File: src/rtl/xorexec_pwr_seq.sv
// Power-sequencing controller for the gated xorexec execution domain.
// Counts idle cycles in RUN, then walks isolate/save/off. On wake it walks
// up/reset/restore/de-isolate. All outputs are decoded from the registered state.
module xorexec_pwr_seq #(
    parameter int IDLE_CNT = 16,
    parameter int ISO_DLY  = 2,
    parameter int RST_CNT  = 4,
    parameter int UP_TMO   = 8
) (
    input  logic       clk,
    input  logic       rst,
    input  logic       pwr_en,
    input  logic       ififo_rdy,
    input  logic       exec_idle,
    input  logic       pwr_ack,
    output logic       pwr_down,
    output logic       iso_enable,
    output logic       save,
    output logic       restore,
    output logic       pwron_reset,
    output logic       exec_hold,
    output logic       pwr_err,
    output logic [2:0] state
);

    localparam int MAX_A = (IDLE_CNT > ISO_DLY) ? IDLE_CNT : ISO_DLY;
    localparam int MAX_B = (RST_CNT > UP_TMO) ? RST_CNT : UP_TMO;
    localparam int MAX_P = (MAX_A > MAX_B) ? MAX_A : MAX_B;
    localparam int CW    = $clog2(MAX_P + 1);

    // Last value of the shared counter before each timed state exits
    localparam logic [CW-1:0] IDLE_LAST = CW'(IDLE_CNT - 1);
    localparam logic [CW-1:0] ISO_LAST  = CW'(ISO_DLY - 1);
    localparam logic [CW-1:0] RST_LAST  = CW'(RST_CNT - 1);
    localparam logic [CW-1:0] UP_LAST   = CW'(UP_TMO - 1);

    typedef enum logic [2:0] {
        S_RUN     = 3'd0,
        S_ISO     = 3'd1,
        S_SAVE    = 3'd2,
        S_OFF     = 3'd3,
        S_UP      = 3'd4,
        S_RST     = 3'd5,
        S_RESTORE = 3'd6,
        S_UNISO   = 3'd7
    } state_t;

    state_t        state_reg, state_next;
    logic [CW-1:0] cnt_reg, cnt_next;
    logic          pwr_err_reg, pwr_err_next;
    logic          idle_cond;
    logic          wake;

    assign idle_cond = pwr_en & exec_idle & ~ififo_rdy;
    assign wake      = ififo_rdy | ~pwr_en;

    // State, shared counter and sticky error register with synchronous active-low reset
    always_ff @(posedge clk) begin
        if (!rst) begin
            state_reg   <= S_RUN;
            cnt_reg     <= '0;
            pwr_err_reg <= 1'b0;
        end else begin
            state_reg   <= state_next;
            cnt_reg     <= cnt_next;
            pwr_err_reg <= pwr_err_next;
        end
    end

    // Next-state logic; the counter counts up in RUN and down in the timed states
    always_comb begin
        state_next   = state_reg;
        cnt_next     = cnt_reg;
        pwr_err_next = pwr_err_reg;
        case (state_reg)
            S_RUN: begin
                if (idle_cond) begin
                    if (cnt_reg == IDLE_LAST) begin
                        state_next = S_ISO;
                        cnt_next   = ISO_LAST;
                    end else begin
                        cnt_next = cnt_reg + CW'(1);
                    end
                end else begin
                    cnt_next = '0;
                end
            end
            S_ISO: begin
                if (cnt_reg == '0) begin
                    state_next = S_SAVE;
                end else begin
                    cnt_next = cnt_reg - CW'(1);
                end
            end
            S_SAVE: begin
                state_next = S_OFF;
                cnt_next   = '0;
            end
            S_OFF: begin
                if (wake) begin
                    state_next = S_UP;
                    cnt_next   = UP_LAST;
                end
            end
            S_UP: begin
                if (pwr_ack) begin
                    state_next = S_RST;
                    cnt_next   = RST_LAST;
                end else if (cnt_reg == '0) begin
                    // Rail never reported good; proceed anyway and flag it
                    state_next   = S_RST;
                    cnt_next     = RST_LAST;
                    pwr_err_next = 1'b1;
                end else begin
                    cnt_next = cnt_reg - CW'(1);
                end
            end
            S_RST: begin
                if (cnt_reg == '0) begin
                    state_next = S_RESTORE;
                end else begin
                    cnt_next = cnt_reg - CW'(1);
                end
            end
            S_RESTORE: begin
                state_next = S_UNISO;
                cnt_next   = ISO_LAST;
            end
            S_UNISO: begin
                if (cnt_reg == '0) begin
                    state_next = S_RUN;
                    cnt_next   = '0;
                end else begin
                    cnt_next = cnt_reg - CW'(1);
                end
            end
            default: begin
                state_next = S_RUN;
                cnt_next   = '0;
            end
        endcase
    end

    assign pwr_down    = (state_reg == S_OFF);
    assign iso_enable  = (state_reg != S_RUN);
    assign exec_hold   = (state_reg != S_RUN);
    assign save        = (state_reg == S_SAVE);
    assign restore     = (state_reg == S_RESTORE);
    assign pwron_reset = (state_reg == S_RST);
    assign pwr_err     = pwr_err_reg;
    assign state       = state_reg;

endmodule

File: config.mk
export PLATFORM = sky130hd
export DESIGN_NAME = xorexec_pwr_seq
export DESIGN_NICKNAME = d
export VERILOG_FILES = /design/src/rtl/xorexec_pwr_seq.sv
export SDC_FILE = /design/constraint.sdc
export NUM_CORES = 1
export LEC_CHECK = 0
export BUFFER_PORTS_ARGS = -buffer_cell sky130_fd_sc_hd__buf_2
export CAP_MARGIN = 25
export CORE_MARGIN = 4
export CORE_UTILIZATION = 55
export DETAILED_ROUTE_END_ITERATION = 7
export PLACE_DENSITY = 0.8
export SLEW_MARGIN = 20
export SYNTH_ARGS = -nofsm -noshare
export SYNTH_HDL_FRONTEND = slang
export SYNTH_SLANG_ARGS = --single-unit
File: constraint.sdc
create_clock -name clk -period 3.15 [get_ports clk]
set_clock_uncertainty 0.1 [all_clocks]
set_input_delay 0.945 -clock clk [delete_from_list [all_inputs] [get_ports clk]]
set_output_delay 0.945 -clock clk [all_outputs]
set_load 0.02 [all_outputs]
==> results of run 1 <==
==> stage by stage <==
step / instance area, sq um / worst slack, ps / utilization (%) / power (mW) / std cells
after floorplan: 754 / 996 / - / 0.637 / 103
final: 823 / 656 / 63.3 / 0.800 / 129
after detailed placement: 797 / 934 / 61.3 / 0.701 / 125
after global routing: 823 / 469 / 63.3 / 0.869 / 129
after CTS: 823 / 651 / 63.3 / 0.797 / 129
after global placement: 797 / 963 / 61.3 / 0.691 / 125
==> synthesized netlist by cell type, drive strengths merged (3+ instances only) <==
library cell / n
nand2: 12
o21ai: 10
dfxtp: 9
nor2: 9
inv: 7
a21oi: 6
buf: 6
a31oi: 4
nand2b: 3
nand3: 3
==> worst paths after layout <==
check / start / endpoint / cells past startpoint
max reg2reg: cnt_reg[0] / cnt_reg[0] / 7
min reg2reg: pwr_err / pwr_err / 1
min: pwr_err / pwr_err / 1
max: state[1] / pwr_down / 4
==> cell families (layout without fill, tap and decap cells) <==
family | count (synthesis) | in the layout | synth area share (%)
and+or+nand+nor | 42 | 42 | 31.5
adders and majority gates | 2 | 2 | 3.32
xor gates and xnor gates | 2 | 2 | 2.32
AOI/OAI and AO/OA | 33 | 33 | 28.7
DFF | 9 | 9 | 23.9
buffers and inverters | 15 | 26 | 10.3
==> worst max-delay path, cell delays in order, from the launching register on <==
cell     delay, ps
dfxtp_1        550
nor2b_1        250
nand2_1        120
inv_1          100
buf_2          160
==> layout by cell type, fill, tap and decap left out, types with 2 or more instances in the layout <==
cell type,n
nand2_1,11
nor2_1,8
nand2b_1,3
a22oi_1,2
o21ai_1,2
o21ai_0,8
a21oi_1,6
nor3_1,2
nand3_1,3
ha_1,2
inv_1,7
a31oi_1,4
o311a_1,2
clkbuf_4,3
nor2b_1,2
or2_2,2
buf_2,15
dfxtp_1,9
==> layer usage <==
metal	track usage, %	wire (um)	vias to the layer above
met2	31.6	814	19
met4	8.19	27	0
met1	25.3	848	368
met5	0	0	-
li1	-	-	393
met3	3.59	82	3
==> layout make-up <==
type | instances | area, sq um | area share, %
Clock buffer | 4 | 26.3 | 3.19
Inverter | 7 | 26.3 | 3.19
Multi-Input combinational cell | 79 | 497 | 60.3
Sequential cell | 9 | 180 | 21.9
Tap cell | 15 | 18.8 | 2.28
Timing Repair Buffer | 15 | 75.1 | 9.12
==> power groups by stage <==
stage,sequential [mW],clock (mW),combinational (mW)
global placement,0.213,0,0.478
finish,0.214,0.0947,0.491
global route,0.222,0.102,0.545
CTS,0.212,0.0959,0.490
floorplan,0.186,0,0.451
detailed placement,0.215,0,0.487
==> impl_metrics.tcl, run 1 <==
set metrics [dict create \
    cts.path.max_buffers 2 \
    ys_warn_count 0 \
    drive_above_1_share_pct 22.8 \
    core_sq_um 1300 \
    cts_root_buffer "clkbuf_4" \
    crit_fanout 14 \
    period_needed_ps 2490 \
    postCtsResizedCells 0 \
    p_int_uw 395 \
    dr.pass1.iters 6 \
    p_leak_nw 0.361 \
    fmax_ghz 0.401 \
    ys_ff_latch 9 \
    syn_area_sq_um 754 \
    synth_top_area_share_pct 23.9 \
    setup_viol 0 \
    syn_inst 103 \
    drc 0 \
    ant_nets 0 \
    row_count 13 \
    end_kind "output pin" \
    combPwrFrac_pct 61.4 \
    numCtsBuffers 3 \
    max_cap_viol_count 0 \
    swShare_pct 50.6 \
    die_w_um 45.0 \
    r2r_slack_ps 1130 \
    vias 783 \
    drt_iter0_markers 29 \
    hp-class "flop to flop" \
    grt_pass1_wl_um 2950 \
    grt_setup_unrepaired "no" \
    synth_area_leaders "dfxtp_1 (24%), nand2_1 (5.5%), o21ai_0 (5.3%), a21oi_1 (4.0%), nor2_1 (4.0%)" \
    grt_remaining_overflow 0 \
    ctsHoldBuffers 0 \
    worstPathArrival_ps 1450 \
    die_y_um 45.0 \
    wl_um 1770 \
    crit_type "flop to output pin" \
    cts_tree "done" \
    area_growth_syn_to_layout_pct 9.12 \
    period_share_pct 79.2 \
    synth_flop_cell "dfxtp_1" \
    power_density_nw_per_um2 972 \
    yosys.cell_types.count 43 \
    final_net_count 123 \
    cp-start-kind "flop" \
    grt_start_max_net_pins 15 \
    worst_pin_slew_ps 535 \
    tns_ps 0 \
    worst_slew_margin_rel_pct 64.2 \
    peakVddDrop_uv 445 \
    groute.usage.overall_pct 19.6 \
    globalplace.congestion 0.930 \
    h-tree-depth 1 \
    largest_reg_flops 5 \
    hold_viol 0 \
    ioPinCount 16 \
    place_hpwl_um 1360 \
    cp.required_ps 2100 \
    p_switching_uw 405 \
    n_fill_cell 127 \
    io_buffers 15 \
    power_frac_clock_pct 11.8 \
    postSynthAreaPerCell_sq_um 7.32 \
    wire_per_inst_um 13.7 \
    status "completed" \
    initial_core_util_pct 58.0 \
    path_clk_slew_ps 60 \
    async_flop_share_pct 0 \
    drv_slew 0 \
    n_antenna_cell 0 \
    clock_latency_ps 270 \
    post_cts_buffers 0 \
    syn_nets 111 \
    grt_pass1_vias 696 \
    cts_sinks 9 \
    yosysTopAreaCell "dfxtp_1" \
    dieArea_sq_um 2030 \
    yosysSeqAreaShare_pct 23.9 \
    fin_hold_ws_ps 363 \
    vias_per_cell 6.07 \
    p_seq_share_pct 26.7 \
    antenna_found_initial 0 \
    synth_edf_count 0 \
]
No activity file was read; power rests on OpenSTA's default activity.
==> run 2: changes to the inputs <==
--- a/config.mk
+++ b/config.mk
@@ -8,9 +8,9 @@
 export BUFFER_PORTS_ARGS = -buffer_cell sky130_fd_sc_hd__buf_2
 export CAP_MARGIN = 25
 export CORE_MARGIN = 4
-export CORE_UTILIZATION = 55
+export CORE_UTILIZATION = 52
 export DETAILED_ROUTE_END_ITERATION = 7
-export PLACE_DENSITY = 0.8
+export PLACE_DENSITY = 0.77
 export SLEW_MARGIN = 20
 export SYNTH_ARGS = -nofsm -noshare
 export SYNTH_HDL_FRONTEND = slang
==> constraint.sdc (replaced) <==
create_clock -name clk -period 2.6 [get_ports clk]
set_clock_uncertainty 0.1 [all_clocks]
set_input_delay 0.78 -clock clk [delete_from_list [all_inputs] [get_ports clk]]
set_output_delay 0.78 -clock clk [all_outputs]
set_load 0.02 [all_outputs]
==> impl_metrics.tcl, run 2 (synthesis results as in run 1) <==
set metrics [dict create \
    drive_above_1_share_pct 22.8 \
    fin_util_pct 61.7 \
    row_count 13 \
    cts_tree "done" \
    place_inst 125 \
    multiInputGateArea_sq_um 497 \
    fmax_ghz 0.423 \
    grt_pass1_wl_um 3170 \
    cts_sinks 9 \
    p_leak_nw 0.361 \
    dieArea_sq_um 2120 \
    worst_slew_margin_rel_pct 66.1 \
    worst-r2r-cell-count 7 \
    setup_viol 0 \
    end_kind "output pin" \
    grt_pass1_vias 671 \
    numCtsBuffers 3 \
    hp-class "flop to flop" \
    ioPinCount 16 \
    r2r-start "cnt_reg[0]" \
    period_share_pct 91.0 \
    r2r_slack_ps 580 \
    power.total_uw 968 \
    stdcell_count 129 \
    period_needed_ps 2370 \
    peakVddDrop_uv 811 \
    h-tree-depth 1 \
    place_hpwl_um 1380 \
    worstPathArrival_ps 1490 \
    dpl_cell_area_sq_um 797 \
    n_fill_cell 126 \
    drv_slew 0 \
    cts_root_buffer "clkbuf_4" \
    globalplace.congestion 0.810 \
    grt_remaining_overflow 0 \
    final_net_count 123 \
    hold_end "pwr_err" \
    fin_hold_ws_ps 362 \
    ctsHoldBuffers 0 \
    antenna_found_initial 0 \
    clock_latency_ps 280 \
    drc 0 \
    dr.pass1.iters 4 \
    groute.usage.overall_pct 21.2 \
    area_growth_syn_to_layout_pct 9.12 \
    setup_slack_ps 234 \
    reg2reg_to "cnt_reg[2]" \
    max_cap_viol_count 0 \
    wire_per_inst_um 14.4 \
    cp-start-kind "flop" \
    grt_start_max_net_pins 15 \
    dp_worst_setup_slack_ps 542 \
    largest_reg_flops 5 \
    worst_pin_slew_ps 507 \
    initial_core_util_pct 56.6 \
    hold_viol 0 \
    min-delay-start "pwr_err" \
    n_antenna_cell 0 \
    die_w_um 46.1 \
    drt_iter0_markers 27 \
    ant_nets 0 \
    final-seq-area_sq_um 180 \
    cp.required_ps 1720 \
    crit_fanout 14 \
    final_common_cell "buf_2" \
    tns_ps 0 \
    power_density_nw_per_um2 1180 \
    crit_type "flop to output pin" \
    io_buffers 15 \
    postCtsResizedCells 0 \
    post_cts_buffers 0 \
    core_sq_um 1330 \
    status "completed" \
    final_cell_area_sq_um 823 \
    grt_setup_unrepaired "no" \
    wl_um 1860 \
    vias 774 \
    vias_per_cell 6.00 \
    path_clk_slew_ps 70 \
    whs_path_depth 1 \
    die_y_um 46.1 \
    cts.path.max_buffers 2 \
    layout_common_cells "buf_2 (15), nand2_1 (11), dfxtp_1 (9), nor2_1 (8), o21ai_0 (8)" \
]
==> run 2: cell counts in the layout (fill, tap and decap cells not counted) <==
Identical to the previous run, type by type.
==> run 2: worst max path at each step <==
| stage | startpoint | to | slack, ps | cells past startpoint |
|---|---|---|---|---|
| floorplan | state[2] | pwron_reset | 610 | 3 |
| global placement | state[1] | pwr_down | 570 | 4 |
| detailed placement | state[1] | pwr_down | 540 | 4 |
| CTS | state[1] | pwr_down | 240 | 4 |
| global route | state[1] | pwr_down | 100 | 4 |
| finish | state[1] | pwr_down | 230 | 4 |
==> run 2: final cells by class <==
cell class	count	share of cell area, %
multi-input cells	79	60.3
flip-flops and latches	9	21.9
repair buffers	15	9.12
clock buffers	4	3.19
well taps	15	2.28
inverters	7	3.19
==> run 2: metal layers <==
| metal | global-route usage (%) | vias to the layer above | share of wire (%) |
|---|---|---|---|
| met3 | 4.69 | 4 | 8.0 |
| met2 | 30.2 | 32 | 45 |
| met4 | 10.2 | 0 | 1.2 |
| li1 | - | 391 | - |
| met5 | 0 | - | 0 |
| met1 | 29.6 | 347 | 46 |
==> run 2: worst max-delay path: stages (launching register included) <==
cell	delay (ps)
dfxtp_1	560
nor2b_1	250
nand2_1	130
inv_1	100
buf_2	160
==> run 2: power by group <==
group	total, mW	switching [mW]	internal (mW)
registers	0.261	0.0859	0.175
logic	0.591	0.347	0.244
clock network	0.116	0.0565	0.0595
